File: src/rtl/dcache_linebank_if.sv
// Bus bundle for dcache_linebank: CPU word port, line fill/drain port and sequencer status.
// The master side belongs to the cache controller, the slave side to the data store.
interface dcache_linebank_if #(
  parameter int unsigned DATABITS      = 32,
  parameter int unsigned CACHEDATABITS = 8,
  parameter int unsigned CACHEADDRBITS = 5,
  parameter int unsigned LINEWORDBITS  = 2
);
  localparam int unsigned BANKNUM  = DATABITS / CACHEDATABITS;
  localparam int unsigned LINEBITS = CACHEADDRBITS - LINEWORDBITS;

  logic [DATABITS-1:0]      dcache_in;
  logic [CACHEADDRBITS-1:0] dcache_addr;
  logic [BANKNUM-1:0]       byteenable;
  logic                     dcache_wrreq;
  logic                     dcache_rdreq;
  logic [DATABITS-1:0]      data_out;
  logic                     data_out_valid;
  logic                     fill_start;
  logic                     drain_start;
  logic [LINEBITS-1:0]      line_index;
  logic [DATABITS-1:0]      line_in;
  logic                     line_in_valid;
  logic [DATABITS-1:0]      line_out;
  logic                     line_out_valid;
  logic                     line_out_ready;
  logic                     busy;
  logic                     done;

  modport master (
    output dcache_in, dcache_addr, byteenable, dcache_wrreq, dcache_rdreq,
           fill_start, drain_start, line_index, line_in, line_in_valid, line_out_ready,
    input  data_out, data_out_valid, line_out, line_out_valid, busy, done
  );

  modport slave (
    input  dcache_in, dcache_addr, byteenable, dcache_wrreq, dcache_rdreq,
           fill_start, drain_start, line_index, line_in, line_in_valid, line_out_ready,
    output data_out, data_out_valid, line_out, line_out_valid, busy, done
  );
endinterface

File: src/rtl/dcache_linebank.sv
// Byte-lane banked dcache data store with a line sequencer for whole-line fill and drain.
// CPU byte-enabled access is served only while the sequencer is idle.
module dcache_linebank #(
  parameter int unsigned DATABITS      = 32,
  parameter int unsigned CACHEDATABITS = 8,
  parameter int unsigned CACHEADDRBITS = 5,
  parameter int unsigned LINEWORDBITS  = 2
) (
  input logic              clk,
  input logic              reset_n,
  dcache_linebank_if.slave bus
);
  localparam int unsigned BANKNUM  = DATABITS / CACHEDATABITS;
  localparam int unsigned LINEBITS = CACHEADDRBITS - LINEWORDBITS;
  localparam int unsigned DEPTH    = 2 ** CACHEADDRBITS;

  typedef enum logic [1:0] {StIdle, StFill, StDrainRd, StDrainOut} state_e;

  state_e                   state_q;
  logic [LINEWORDBITS-1:0]  cnt_q;
  logic [LINEBITS-1:0]      line_q;
  logic                     done_q;
  logic                     line_out_valid_q;
  logic                     data_out_valid_q;
  logic [DATABITS-1:0]      rd_data;

  logic                     idle;
  logic                     start;
  logic                     cpu_wr;
  logic                     cpu_rd;
  logic                     fill_wr;
  logic                     bank_rd;
  logic                     cnt_last;
  logic [CACHEADDRBITS-1:0] bank_addr;
  logic [DATABITS-1:0]      wr_data;
  logic [BANKNUM-1:0]       lane_we;

  // An accepted start swallows any CPU strobe in the same cycle.
  always_comb begin
    idle      = (state_q == StIdle);
    start     = idle & (bus.fill_start | bus.drain_start);
    cpu_wr    = idle & ~start & bus.dcache_wrreq;
    cpu_rd    = idle & ~start & bus.dcache_rdreq & ~bus.dcache_wrreq;
    fill_wr   = (state_q == StFill) & bus.line_in_valid;
    bank_rd   = cpu_rd | (state_q == StDrainRd);
    cnt_last  = &cnt_q;
    bank_addr = idle ? bus.dcache_addr : {line_q, cnt_q};
    wr_data   = idle ? bus.dcache_in : bus.line_in;
    lane_we   = fill_wr ? '1 : (cpu_wr ? bus.byteenable : '0);
  end

  for (genvar b = 0; b < BANKNUM; b++) begin : g_bank
    logic [CACHEDATABITS-1:0] mem [DEPTH];
    logic [CACHEDATABITS-1:0] rd_lane_q;

    always_ff @(posedge clk) begin
      if (lane_we[b]) begin
        mem[bank_addr] <= wr_data[b*CACHEDATABITS +: CACHEDATABITS];
      end
    end

    always_ff @(posedge clk or negedge reset_n) begin
      if (!reset_n) begin
        rd_lane_q <= '0;
      end else if (bank_rd) begin
        rd_lane_q <= mem[bank_addr];
      end
    end

    assign rd_data[b*CACHEDATABITS +: CACHEDATABITS] = rd_lane_q;
  end

  always_ff @(posedge clk or negedge reset_n) begin
    if (!reset_n) begin
      state_q          <= StIdle;
      cnt_q            <= '0;
      line_q           <= '0;
      done_q           <= 1'b0;
      line_out_valid_q <= 1'b0;
      data_out_valid_q <= 1'b0;
    end else begin
      done_q           <= 1'b0;
      data_out_valid_q <= cpu_rd;
      unique case (state_q)
        StIdle: begin
          if (bus.drain_start) begin
            state_q <= StDrainRd;
            line_q  <= bus.line_index;
            cnt_q   <= '0;
          end else if (bus.fill_start) begin
            state_q <= StFill;
            line_q  <= bus.line_index;
            cnt_q   <= '0;
          end
        end
        StFill: begin
          if (bus.line_in_valid) begin
            cnt_q <= cnt_q + 1'b1;
            if (cnt_last) begin
              state_q <= StIdle;
              done_q  <= 1'b1;
            end
          end
        end
        StDrainRd: begin
          // Bank output register feeds line_out directly, so it is valid on entry.
          state_q          <= StDrainOut;
          line_out_valid_q <= 1'b1;
        end
        StDrainOut: begin
          if (bus.line_out_ready) begin
            line_out_valid_q <= 1'b0;
            if (cnt_last) begin
              state_q <= StIdle;
              done_q  <= 1'b1;
            end else begin
              cnt_q   <= cnt_q + 1'b1;
              state_q <= StDrainRd;
            end
          end
        end
        default: state_q <= StIdle;
      endcase
    end
  end

  assign bus.data_out       = rd_data;
  assign bus.data_out_valid = data_out_valid_q;
  assign bus.line_out       = rd_data;
  assign bus.line_out_valid = line_out_valid_q;
  assign bus.busy           = (state_q != StIdle);
  assign bus.done           = done_q;
endmodule
File: src/flat_wrapper.sv
// flat-port wrapper written by rule: the top's interface ports become plain ports
module dcache_linebank_flat 
#(
  parameter int unsigned DATABITS      = 32,
  parameter int unsigned CACHEDATABITS = 8,
  parameter int unsigned CACHEADDRBITS = 5,
  parameter int unsigned LINEWORDBITS  = 2
)
  (clk, reset_n, bus_dcache_in, bus_dcache_addr, bus_byteenable, bus_dcache_wrreq, bus_dcache_rdreq, bus_fill_start, bus_drain_start, bus_line_index, bus_line_in, bus_line_in_valid, bus_line_out_ready, bus_data_out, bus_data_out_valid, bus_line_out, bus_line_out_valid, bus_busy, bus_done);
  dcache_linebank_if #(.DATABITS(DATABITS), .CACHEDATABITS(CACHEDATABITS), .CACHEADDRBITS(CACHEADDRBITS), .LINEWORDBITS(LINEWORDBITS)) bus_i ();
  input logic clk;
  input logic reset_n;
  input wire logic [$bits(bus_i.dcache_in)-1:0] bus_dcache_in;
  input wire logic [$bits(bus_i.dcache_addr)-1:0] bus_dcache_addr;
  input wire logic [$bits(bus_i.byteenable)-1:0] bus_byteenable;
  input wire logic [$bits(bus_i.dcache_wrreq)-1:0] bus_dcache_wrreq;
  input wire logic [$bits(bus_i.dcache_rdreq)-1:0] bus_dcache_rdreq;
  input wire logic [$bits(bus_i.fill_start)-1:0] bus_fill_start;
  input wire logic [$bits(bus_i.drain_start)-1:0] bus_drain_start;
  input wire logic [$bits(bus_i.line_index)-1:0] bus_line_index;
  input wire logic [$bits(bus_i.line_in)-1:0] bus_line_in;
  input wire logic [$bits(bus_i.line_in_valid)-1:0] bus_line_in_valid;
  input wire logic [$bits(bus_i.line_out_ready)-1:0] bus_line_out_ready;
  output wire logic [$bits(bus_i.data_out)-1:0] bus_data_out;
  output wire logic [$bits(bus_i.data_out_valid)-1:0] bus_data_out_valid;
  output wire logic [$bits(bus_i.line_out)-1:0] bus_line_out;
  output wire logic [$bits(bus_i.line_out_valid)-1:0] bus_line_out_valid;
  output wire logic [$bits(bus_i.busy)-1:0] bus_busy;
  output wire logic [$bits(bus_i.done)-1:0] bus_done;
  assign bus_i.dcache_in = bus_dcache_in;
  assign bus_i.dcache_addr = bus_dcache_addr;
  assign bus_i.byteenable = bus_byteenable;
  assign bus_i.dcache_wrreq = bus_dcache_wrreq;
  assign bus_i.dcache_rdreq = bus_dcache_rdreq;
  assign bus_i.fill_start = bus_fill_start;
  assign bus_i.drain_start = bus_drain_start;
  assign bus_i.line_index = bus_line_index;
  assign bus_i.line_in = bus_line_in;
  assign bus_i.line_in_valid = bus_line_in_valid;
  assign bus_i.line_out_ready = bus_line_out_ready;
  assign bus_data_out = bus_i.data_out;
  assign bus_data_out_valid = bus_i.data_out_valid;
  assign bus_line_out = bus_i.line_out;
  assign bus_line_out_valid = bus_i.line_out_valid;
  assign bus_busy = bus_i.busy;
  assign bus_done = bus_i.done;
  dcache_linebank #(.DATABITS(DATABITS), .CACHEDATABITS(CACHEDATABITS), .CACHEADDRBITS(CACHEADDRBITS), .LINEWORDBITS(LINEWORDBITS)) u_core (.clk(clk), .reset_n(reset_n), .bus(bus_i));
endmodule
File: config.mk
export PLATFORM = sky130hd
export DESIGN_NAME = dcache_linebank_flat
export DESIGN_NICKNAME = d
export VERILOG_FILES = /design/src/rtl/dcache_linebank_if.sv /design/src/rtl/dcache_linebank.sv /design/src/flat_wrapper.sv
export SDC_FILE = /design/constraint.sdc
export NUM_CORES = 1
export LEC_CHECK = 0
export BUFFER_PORTS_ARGS = -buffer_cell sky130_fd_sc_hd__buf_2
export CAP_MARGIN = 20
export CORE_UTILIZATION = 38
export CTS_BUF_LIST = sky130_fd_sc_hd__clkbuf_8
export DETAILED_ROUTE_END_ITERATION = 16
export PLACE_DENSITY = 0.51
export SYNTH_ARGS = -nofsm -noshare
export SYNTH_HDL_FRONTEND = slang
export SYNTH_SLANG_ARGS = --single-unit
File: constraint.sdc
create_clock -name clk -period 8.8 [get_ports clk]
set_clock_uncertainty 0.2 [all_clocks]
set_input_delay 2.2 -clock clk [delete_from_list [all_inputs] [get_ports clk]]
set_output_delay 2.2 -clock clk [all_outputs]
set_load 0.01 [all_outputs]
==> flow_metrics.env <==
export IMPL_antenna_left=0
export IMPL_drive_above_1_share=0.158
export IMPL_outcome="complete, no violations"
export IMPL_p_leak_nw=14.4
export IMPL_area_growth_pct=12.6
export IMPL_die_height_microns=327
export IMPL_crit_fanout=43
export IMPL_power_switching_mw=5.03
export IMPL_gp_congestion=0.783
export IMPL_cts_buffer_depth=3
export IMPL_start_kind="register"
export IMPL_dieWidth_microns=327
export IMPL_finalHoldViolCount=0
export IMPL_start_util=0.385
export IMPL_synth_area_sq_um=40200
export IMPL_max_slew_margin_rel=0.255
export IMPL_setup_viol=0
export IMPL_remaining_drc_errors=0
export IMPL_place_hpwl_microns=64700
export IMPL_cts_max_level=4
export IMPL_synthAdderAreaFrac=0.000311
export IMPL_tns_ns=0
export IMPL_final_cell_mix="edfxtp_1 (1024), a22oi_1 (512), a21oi_1 (258), nor2_1 (197), clkbuf_8 (182)"
export IMPL_peakVddDrop_v=0.000271
export IMPL_maxCapViolations=0
export IMPL_hp_class="register to register"
export IMPL_min_period_over_period=0.588
export IMPL_drv_slew=0
export IMPL_fin_area_sq_um=45300
export IMPL_wl_per_cell_microns=25.9
export IMPL_drtIter0Drc=2188
export IMPL_grt_pass1_vias=23800
export IMPL_tritoncts="done"
export IMPL_synth_ff_type="edfxtp_1"
export IMPL_port_buffers=151
export IMPL_swShare=0.355
export IMPL_rsz0062_at_grt="false"
export IMPL_syn_num_nets=2593
export IMPL_die_area_sq_um=107000
export IMPL_synth_simple_area_share=0.0430
export IMPL_grt_usage=0.202
export IMPL_numCtsBuffers=170
export IMPL_synthXorXnorAreaFrac=0
export IMPL_fin_nets=2770
export IMPL_cts_setup_buffers=0
export IMPL_timing_hold_ws_ns=0.324
export IMPL_worst_pin_slew_ns=1.12
export IMPL_criticalPathCategory="register to output pin"
export IMPL_seq_power_share=0.445
export IMPL_grt_max_degree=143
export IMPL_cts_hold_buf=0
export IMPL_clockPowerShare=0.273
export IMPL_crit_required_ns=6.40
export IMPL_worst_setup_path_end_kind="output pin"
export IMPL_clk_pin_slew_ns=0.06
export IMPL_power_internal_mw=9.13
export IMPL_num_vias=23500
export IMPL_ios=152
export IMPL_synth_seq_area_share=0.791
export IMPL_cts_resized=0
export IMPL_synthArstFlopShare=0.0394
export IMPL_critPathSlowestCell="nor2_8"
export IMPL_synth_seq_cells=1066
export IMPL_clock_sinks=1066
export IMPL_syn_area_per_cell_sq_um=16.0
export IMPL_synth_edf_count=1024
export IMPL_totalWireLength_microns=109000
export IMPL_grt_pass1_wl_microns=159000
export IMPL_final_common_cell="edfxtp_1"
export IMPL_antenna_found_initial=5
export IMPL_path_delay_family="simple AND/OR/NAND/NOR gates"
export IMPL_synth_distinct_cells=40
export IMPL_comb_power_share=0.282
export IMPL_placed_cell_area_sq_um=42200
export IMPL_synth_compound_area_frac=0.137
export IMPL_syn_inst=2508
export IMPL_core_sq_um=104000
export IMPL_cpPeakStageDelay_ns=0.68
export IMPL_min_period_ns=5.17
export IMPL_ys_warn_count=0
export IMPL_rows=118
export IMPL_avgViaCountPerCell=5.61
export IMPL_drtPass1Iterations=5
export IMPL_worstPathArrival_ns=2.77
export IMPL_crit_buf_inv=3
export IMPL_clkLatencyLatePin_ns=0.82
export IMPL_crit_chain="nor2_8 -> inv_1 -> buf_4 -> buf_2"
export IMPL_p_per_area_nw_per_um2=313
export IMPL_cts_root_buf="clkbuf_8"
export IMPL_overflow=0
export IMPL_max_clock_freq_ghz=0.193
export IMPL_synth_top_family_by_area="compound AO/OA/AOI/OAI gates"
export IMPL_synth_area_mux_share=0.00137
## cell families after synthesis
kind of cell | count (synthesis)
AND/OR/NAND/NOR | 406
multiplexers | 5
adder cells (fa/ha/maj) | 1
AO/OA/AOI/OAI | 823
flip-flops | 1066
buffers and inverters | 207
## final timing paths
check	start	cells past startpoint	slack, ns	end
max reg2reg	u_core.state_q[0]	7	3.92	u_core.g_bank[3].mem[19][0]
max	u_core.state_q[0]	4	3.63	bus_busy
min reg2reg	u_core.bus.line_out_valid	2	0.32	u_core.bus.line_out_valid
max in group asynchronous	reset_n	2	6.38	u_core.g_bank[0].rd_lane_q[5]
min in group asynchronous	reset_n	2	1.40	u_core.bus.done
min	u_core.bus.line_out_valid	2	0.32	u_core.bus.line_out_valid
## per-layer routing
layer,global-route usage,vias up,share of wire,routed length (microns)
met1,0.272,12100,0.43,46300
met2,0.335,893,0.49,53400
met5,0,-,0,0
met4,0.0641,0,0.023,2520
met3,0.0352,167,0.060,6540
li1,-,10400,-,-
## area by class of cell
type / count / area (sq um)
diodes: 1 / 2.50
clock buffers: 182 / 2500
clock inverters: 116 / 577
fillers: 9373 / 59000
inverters: 5 / 18.8
multi-input cells: 1235 / 7350
flip-flops and latches: 1066 / 31800
well taps: 1380 / 1730
repair buffers: 207 / 1270
## cells in the mapped netlist (2+ instances only)
| cell type | n | area share |
|---|---|---|
| nor3_1 | 32 | 0.0040 |
| o21ai_1 | 2 | 0.00025 |
| nand3_1 | 2 | 0.00025 |
| and2_1 | 2 | 0.00031 |
| o21ai_0 | 6 | 0.00075 |
| o31ai_4 | 3 | 0.0016 |
| buf_6 | 5 | 0.0014 |
| clkbuf_1 | 54 | 0.0050 |
| a21oi_1 | 258 | 0.032 |
| inv_1 | 5 | 0.00047 |
| edfxtp_1 | 1024 | 0.77 |
| a21o_1 | 4 | 0.00075 |
| buf_2 | 102 | 0.013 |
| buf_1 | 7 | 0.00065 |
| a22oi_1 | 512 | 0.096 |
| nand2b_1 | 2 | 0.00031 |
| nor2_1 | 198 | 0.018 |
| mux2_2 | 4 | 0.0011 |
| a31oi_1 | 32 | 0.0050 |
| o211ai_1 | 2 | 0.00037 |
| nor4_1 | 32 | 0.0050 |
| nand2_1 | 127 | 0.012 |
| dfrtp_1 | 42 | 0.026 |
| or4b_4 | 2 | 0.00069 |
| buf_4 | 34 | 0.0064 |
## metrics by stage
| step | worst slack, ns | cells | power (mW) | utilization |
|---|---|---|---|---|
| after CTS | 3.54 | 4191 | 14.3 | 0.434 |
| final | 3.63 | 4192 | 14.2 | 0.434 |
| after global routing | 3.42 | 4192 | 14.8 | 0.434 |
| after detailed placement | 3.14 | 3893 | 10.4 | 0.405 |
| after global placement | 3.14 | 3890 | 10.4 | 0.404 |
| after floorplan | 4.30 | 2508 | 8.85 | - |
## sequential cells by signal (all words and copies together), names as in the netlist
name / count
u_core.line_q: 3
u_core.state_q: 2
u_core.bus.done: 1
u_core.g_bank.mem: 1024
u_core.g_bank.rd_lane_q: 32
u_core.bus.line_out_valid: 1
u_core.cnt_q: 2
u_core.bus.data_out_valid: 1
## power groups by stage
| stage | sequential (mW) | clock, mW | combinational (mW) |
|---|---|---|---|
| 2_1_floorplan | 6.31 | 0 | 2.54 |
| 3_3_place_gp | 6.40 | 0 | 3.97 |
| 3_5_place_dp | 6.40 | 0 | 4.03 |
| 4_1_cts | 6.30 | 3.95 | 4.03 |
| 5_1_grt | 6.31 | 4.17 | 4.32 |
| 6_report | 6.29 | 3.86 | 4.00 |
## tightest hold or removal path, cell delays in order, from the launching register on
cell     delay (ns)
dfrtp_1        0.36
nand2_1        0.06
o21ai_0        0.07
No activity file was read; power rests on OpenSTA's default activity.
